--- src/rtl/ts_pkg.sv ---
// Shared constants for the tracklet seeding pair scheduler:
// state indices, read latency and default widths.
package ts_pkg;

    localparam int ADR_W_DEF = 6;
    localparam int CNT_W_DEF = 7;
    localparam int TRK_W_DEF = 12;

    // stub memory read latency, rd_en to data valid
    localparam int RD_LAT = 2;

    // one-hot state bit positions
    localparam int IDLE   = 0;
    localparam int LOAD   = 1;
    localparam int ISSUE  = 2;
    localparam int DRAIN  = 3;
    localparam int DONE   = 4;
    localparam int NUM_ST = 5;

endpackage

--- src/rtl/ts_pair_index_cntr.sv ---
// Nested inner(i) x outer(j) pair index counter.
// Ports: clk, res, ld (zero both), en (advance), inner_cnt/outer_cnt,
// i/j indices, last (i and j both at their final value).
module ts_pair_index_cntr
    import ts_pkg::*;
#(
    parameter int ADR_W = ADR_W_DEF,
    parameter int CNT_W = CNT_W_DEF
) (
    input  logic             clk,
    input  logic             res,
    input  logic             ld,
    input  logic             en,
    input  logic [CNT_W-1:0] inner_cnt,
    input  logic [CNT_W-1:0] outer_cnt,
    output logic [ADR_W-1:0] i,
    output logic [ADR_W-1:0] j,
    output logic             last
);

    logic i_end;
    logic j_end;

    // compare in CNT_W so a count of 2^ADR_W ends at index 2^ADR_W-1
    assign j_end = CNT_W'(j) == outer_cnt - CNT_W'(1);
    assign i_end = CNT_W'(i) == inner_cnt - CNT_W'(1);
    assign last  = i_end & j_end;

    always_ff @(posedge clk) begin
        if (res || ld) begin
            i <= '0;
            j <= '0;
        end else if (en) begin
            if (j_end) begin
                j <= '0;
                i <= i_end ? '0 : i + ADR_W'(1);
            end else begin
                j <= j + ADR_W'(1);
            end
        end
    end

endmodule

--- src/rtl/ts_pair_scheduler.sv ---
// Per-crossing inner x outer stub pair sequencer with tracklet count.
// Ports: clk, res, start_proc + load enables/bases/counts in; pipe_stall,
// tracklet_found, tracklet_cnt_clr in; read addresses, rd_en, pair_vld,
// last_pair, proc_sm_bsy, proc_done, tracklet_cnt out.
module ts_pair_scheduler
    import ts_pkg::*;
#(
    parameter int ADR_W = ADR_W_DEF,
    parameter int CNT_W = CNT_W_DEF,
    parameter int TRK_W = TRK_W_DEF
) (
    input  logic             clk,
    input  logic             res,
    input  logic             start_proc,
    input  logic             stub_adr_ld_en,
    input  logic             stub_cntr_ld_en,
    input  logic [ADR_W-1:0] inner_base,
    input  logic [ADR_W-1:0] outer_base,
    input  logic [CNT_W-1:0] inner_cnt,
    input  logic [CNT_W-1:0] outer_cnt,
    input  logic             pipe_stall,
    input  logic             tracklet_found,
    input  logic             tracklet_cnt_clr,
    output logic [ADR_W-1:0] inner_rd_adr,
    output logic [ADR_W-1:0] outer_rd_adr,
    output logic             rd_en,
    output logic             pair_vld,
    output logic             last_pair,
    output logic             proc_sm_bsy,
    output logic             proc_done,
    output logic [TRK_W-1:0] tracklet_cnt
);

    localparam logic [NUM_ST-1:0] ST_IDLE  = NUM_ST'(1) << IDLE;
    localparam logic [NUM_ST-1:0] ST_LOAD  = NUM_ST'(1) << LOAD;
    localparam logic [NUM_ST-1:0] ST_ISSUE = NUM_ST'(1) << ISSUE;
    localparam logic [NUM_ST-1:0] ST_DRAIN = NUM_ST'(1) << DRAIN;
    localparam logic [NUM_ST-1:0] ST_DONE  = NUM_ST'(1) << DONE;

    logic [NUM_ST-1:0] state;
    logic [NUM_ST-1:0] state_nxt;
    logic [ADR_W-1:0]  inner_base_q;
    logic [ADR_W-1:0]  outer_base_q;
    logic [CNT_W-1:0]  inner_cnt_q;
    logic [CNT_W-1:0]  outer_cnt_q;
    logic [ADR_W-1:0]  idx_i;
    logic [ADR_W-1:0]  idx_j;
    logic              idx_last;
    logic              accept;
    logic              empty;
    logic [RD_LAT-1:0] vld_sr;
    logic [RD_LAT-1:0] last_sr;

    assign accept = state[IDLE] & start_proc;
    assign empty  = (inner_cnt_q == '0) | (outer_cnt_q == '0);

    assign rd_en        = state[ISSUE] & ~pipe_stall;
    assign inner_rd_adr = state[ISSUE] ? inner_base_q + idx_i : '0;
    assign outer_rd_adr = state[ISSUE] ? outer_base_q + idx_j : '0;
    assign pair_vld     = vld_sr[RD_LAT-1];
    assign last_pair    = last_sr[RD_LAT-1];
    assign proc_done    = state[DONE];

    ts_pair_index_cntr #(
        .ADR_W(ADR_W),
        .CNT_W(CNT_W)
    ) u_idx (
        .clk      (clk),
        .res      (res),
        .ld       (state[LOAD]),
        .en       (rd_en),
        .inner_cnt(inner_cnt_q),
        .outer_cnt(outer_cnt_q),
        .i        (idx_i),
        .j        (idx_j),
        .last     (idx_last)
    );

    always_comb begin
        state_nxt = state;
        unique case (1'b1)
            state[IDLE]:  if (start_proc) state_nxt = ST_LOAD;
            state[LOAD]:  state_nxt = empty ? ST_DONE : ST_ISSUE;
            state[ISSUE]: if (rd_en && idx_last) state_nxt = ST_DRAIN;
            // wait for every in-flight read to reach the pipeline
            state[DRAIN]: if (vld_sr == '0) state_nxt = ST_DONE;
            state[DONE]:  state_nxt = ST_IDLE;
            default:      state_nxt = ST_IDLE;
        endcase
    end

    always_ff @(posedge clk) begin
        if (res) begin
            state        <= ST_IDLE;
            proc_sm_bsy  <= 1'b0;
            inner_base_q <= '0;
            outer_base_q <= '0;
            inner_cnt_q  <= '0;
            outer_cnt_q  <= '0;
            vld_sr       <= '0;
            last_sr      <= '0;
        end else begin
            state       <= state_nxt;
            proc_sm_bsy <= ~state_nxt[IDLE];
            if (accept && stub_adr_ld_en) begin
                inner_base_q <= inner_base;
                outer_base_q <= outer_base;
            end
            if (accept && stub_cntr_ld_en) begin
                inner_cnt_q <= inner_cnt;
                outer_cnt_q <= outer_cnt;
            end
            // not frozen by pipe_stall: issued reads always complete
            vld_sr  <= {vld_sr[RD_LAT-2:0], rd_en};
            last_sr <= {last_sr[RD_LAT-2:0], rd_en & idx_last};
        end
    end

    always_ff @(posedge clk) begin
        if (res || tracklet_cnt_clr) begin
            tracklet_cnt <= '0;
        end else if (tracklet_found && tracklet_cnt != '1) begin
            tracklet_cnt <= tracklet_cnt + TRK_W'(1);
        end
    end

endmodule

--- config.mk ---
export PLATFORM = sky130hd
export DESIGN_NAME = ts_pair_scheduler
export DESIGN_NICKNAME = d
export VERILOG_FILES = /design/src/rtl/ts_pkg.sv /design/src/rtl/ts_pair_index_cntr.sv /design/src/rtl/ts_pair_scheduler.sv
export SDC_FILE = /design/constraint.sdc
export NUM_CORES = 1
export LEC_CHECK = 0
export BUFFER_PORTS_ARGS = -buffer_cell sky130_fd_sc_hd__buf_4
export CORE_MARGIN = 2
export CORE_UTILIZATION = 59
export CTS_CLUSTER_SIZE = 24
export DETAILED_ROUTE_END_ITERATION = 6
export GPL_TIMING_DRIVEN = 0
export PLACE_DENSITY = 0.83
export RECOVER_POWER = 25
export SYNTH_ARGS = -nofsm -noshare
export SYNTH_HDL_FRONTEND = slang
export SYNTH_SLANG_ARGS = --single-unit
--- constraint.sdc ---
create_clock -name clk -period 5.5 [get_ports clk]
set_clock_uncertainty 0.15 [all_clocks]
set_input_delay 0.825 -clock clk [delete_from_list [all_inputs] [get_ports clk]]
set_output_delay 0.825 -clock clk [all_outputs]
set_load 0.1 [all_outputs]
==> flow_summary.ini <==
[finish]
antennaDiodeCount = 0
syn_to_final_growth_pct = 24.5
fin_util_pct = 76.9
fin_area_mm2 = 0.00395
seq_area_mm2 = 0.00120
nFillCells = 400
final_nets = 516
drive_gt1_share_pct = 18.6
fin_cells = 538
multi_input_area_mm2 = 0.00187

[flow_run]
drv_cap = 0

[grt]
antenna_found_initial = 0
grt_pass1_wl_um = 12100
grt_pass1_vias = 2795
grt_use_total_pct = 24.8
grt_max_degree = 11
grt_overflow = 0

[sta]
fmax_ghz = 0.306
setup-violations-final = 0
finalMaxSlewViolations = 0
fin_crit_ns = 3.27
rsz0062_at_grt = no
tightest_slew_ns = 0.493
max_slew_margin_pct = 67.1
hold_violations = 0
tns_ns = 0
post-route-period-util_pct = 59.4

[pwr]
vdd_drop_max_v = 0.000207
power_density_mw_per_mm2 = 265
p_total_mw = 1.05
leakage_nw = 1.63

[synthesis]
synthArstFlopShare_pct = 0
synthTopCellsByArea = dfxtp_1 38%, nand2_1 8.6%, a21oi_1 7.2%
synthesis.area_mm2 = 0.00318
synth_xor_area_share_pct = 10.8
synth_top_family_by_area = simple AND/OR/NAND/NOR gates
syn-instance-count = 391
synthesis.nets = 444
synth.top_cells.by_count = 73 x nand2_1, 60 x dfxtp_1, 46 x a21oi_1
synth_compound_area_share_pct = 13.8
synth_seq_cells = 60
yosysMostFrequentCell = nand2_1
synth_simple_gate_area_share_pct = 26.0
yosysTopAreaCell = dfxtp_1
synth_top_area_share_pct = 37.8
synthFlopType = dfxtp_1
syn_area_per_cell_um2 = 8.12
synth_warnings = 0
synth_edf_count = 0
yosysSeqAreaShare_pct = 37.8
synth_mux_area_share_pct = 0.315
ys_types = 49
synth_fa_ha_area_share_pct = 7.96

[setup_path]
critPathKind = reg -> out
crit_top_cell = a21oi_1
max_stage_delay_ns = 0.49
cp-end-kind = output pin
crit_path_max_fanout = 6
crit_chain = ha_1, a21o_1, a21oi_1, o21bai_1, a21oi_1, xnor2_1, nor2_1, buf_4
cp_data_arrival_time_ns = 2.29
crit_path_start_kind = register
r2r_start = outer_cnt_q[0]$_SDFFE_PP0P_
setup.worst_path.start = u_idx.i[1]$_SDFFE_PP0P_
cpMaxStageDelayCell = dfxtp_1
rrSetupSlack_ns = 2.92
cp.required_ns = 4.53

[floorplanning]
die-area_mm2 = 0.00599
core_region_area_mm2 = 0.00514
dieHeight_um = 77.4
initial_utilization_pct = 61.8
ios = 63
die_w_um = 77.4
num_rows = 26

[placed_design]
portBuffers = 61
post-dp-hpwl_um = 5290
place_inst = 522
placed_area_mm2 = 0.00372
place_congestion = 0.776

[clocking]
h-tree-depth = 3
cts.sinks = 60
clkLatencyLatePin_ns = 0.34
cts_resized = 0
path_clk_slew_ns = 0.07
cts_root_buffer = clkbuf_8
postCtsHoldBufs = 0
cts_tree = yes
clk_path_buf_depth = 2
cts-buffers-inserted = 9
post-cts-setup-buffers = 0

[routing]
post_drt_wl_per_cell_um = 13.2
route.met3.wl_um = 417
wirelength_um = 7110
dr_total_vias = 2930
drt_pass1_iterations = 4
vias_per_cell = 5.45
drtIter0Drc = 127
wl_met1_um = 3260
detailroute.wirelength.met2_um = 3300
drtAntennaViolNets = 0
drc = 0
highest_layer = met4

[outcome]
outcome = complete, no violations

[hold_path]
hp-start = last_sr[0]$_SDFF_PP0_
hold_path.class = reg -> reg
==> layer usage <==
layer,vias to the layer above,global-route usage [%]
met2,95,41.0
met5,-,0
met3,17,4.77
li1,1482,-
met4,0,11.4
met1,1336,31.4
==> power breakdown <==
part	switching, mW	internal [mW]	total (mW)
Sequential	0.0132	0.447	0.460
Clock	0.172	0.291	0.463
Combinational	0.0719	0.0509	0.123
Total	0.257	0.789	1.05
==> kinds of logic (layout without fill, tap and decap cells) <==
kind of cell / after synthesis / count (layout)
buf+inv: 26 / 103
compound gates: 75 / 75
simple gates: 171 / 171
fa+ha+maj: 19 / 19
xor+xnor: 39 / 39
mux: 1 / 1
flops: 60 / 60
==> placed cells by master (no fill, tap or decap), drive strengths merged, types with 2 or more instances in the layout <==
cell / count
a211oi: 2
a21o: 4
a21oi: 46
and2: 4
and3: 5
buf: 63
bufinv: 2
clkbuf: 25
clkinv: 3
dfxtp: 60
fa: 2
ha: 17
inv: 10
nand2: 73
nand2b: 2
nand3: 10
nand3b: 3
nand4: 10
nor2: 31
nor2b: 3
nor3: 10
nor3b: 2
nor4: 2
o21ai: 8
o21bai: 3
o22ai: 2
o31ai: 2
or2: 3
or3: 8
or4: 2
xnor2: 21
xor2: 18
==> final timing paths <==
path,endpoint,cells past startpoint
worst min register to register,last_sr[1]$_SDFF_PP0_,1
worst max-delay path,inner_rd_adr[5],8
worst max register to register,u_idx.i[5]$_SDFFE_PP0P_,8
worst min-delay path,last_sr[1]$_SDFF_PP0_,1
==> sequential cells by signal, indices dropped and copies added (netlist names) <==
name          count
outer_cnt_q       7
last_sr           2
tracklet_cnt     12
inner_cnt_q       7
inner_base_q      6
u_idx.i           6
outer_base_q      6
vld_sr            2
proc_sm_bsy       1
state             5
u_idx.j           6
==> worst max-delay path: cells and delay by family, from the launching register on <==
family	cells	cell delay [ns]
AOI/OAI and AO/OA	4	0.65
xor gates and xnor gates	1	0.12
adders and majority gates	1	0.29
buffers and inverters	1	0.31
DFF	1	0.49
and+or+nand+nor	1	0.10
==> metrics by stage <==
step	setup slack, ns	hold slack [ns]
floorplan	1.91	0.264
global placement	2.63	0.275
detailed placement	2.62	0.288
CTS	2.22	0.306
global route	2.05	0.321
finish	2.23	0.305
==> cell type report <==
cell class,count,area share (%)
multi-input combinational,305,47.2
sequential,60,30.4
timing repair buffer,61,11.5
clock buffer,12,4.18
tap,70,2.22
clock inverter,4,1.77
buffer,15,1.68
inverter,11,1.04
Power figures use the tool's default switching activity.
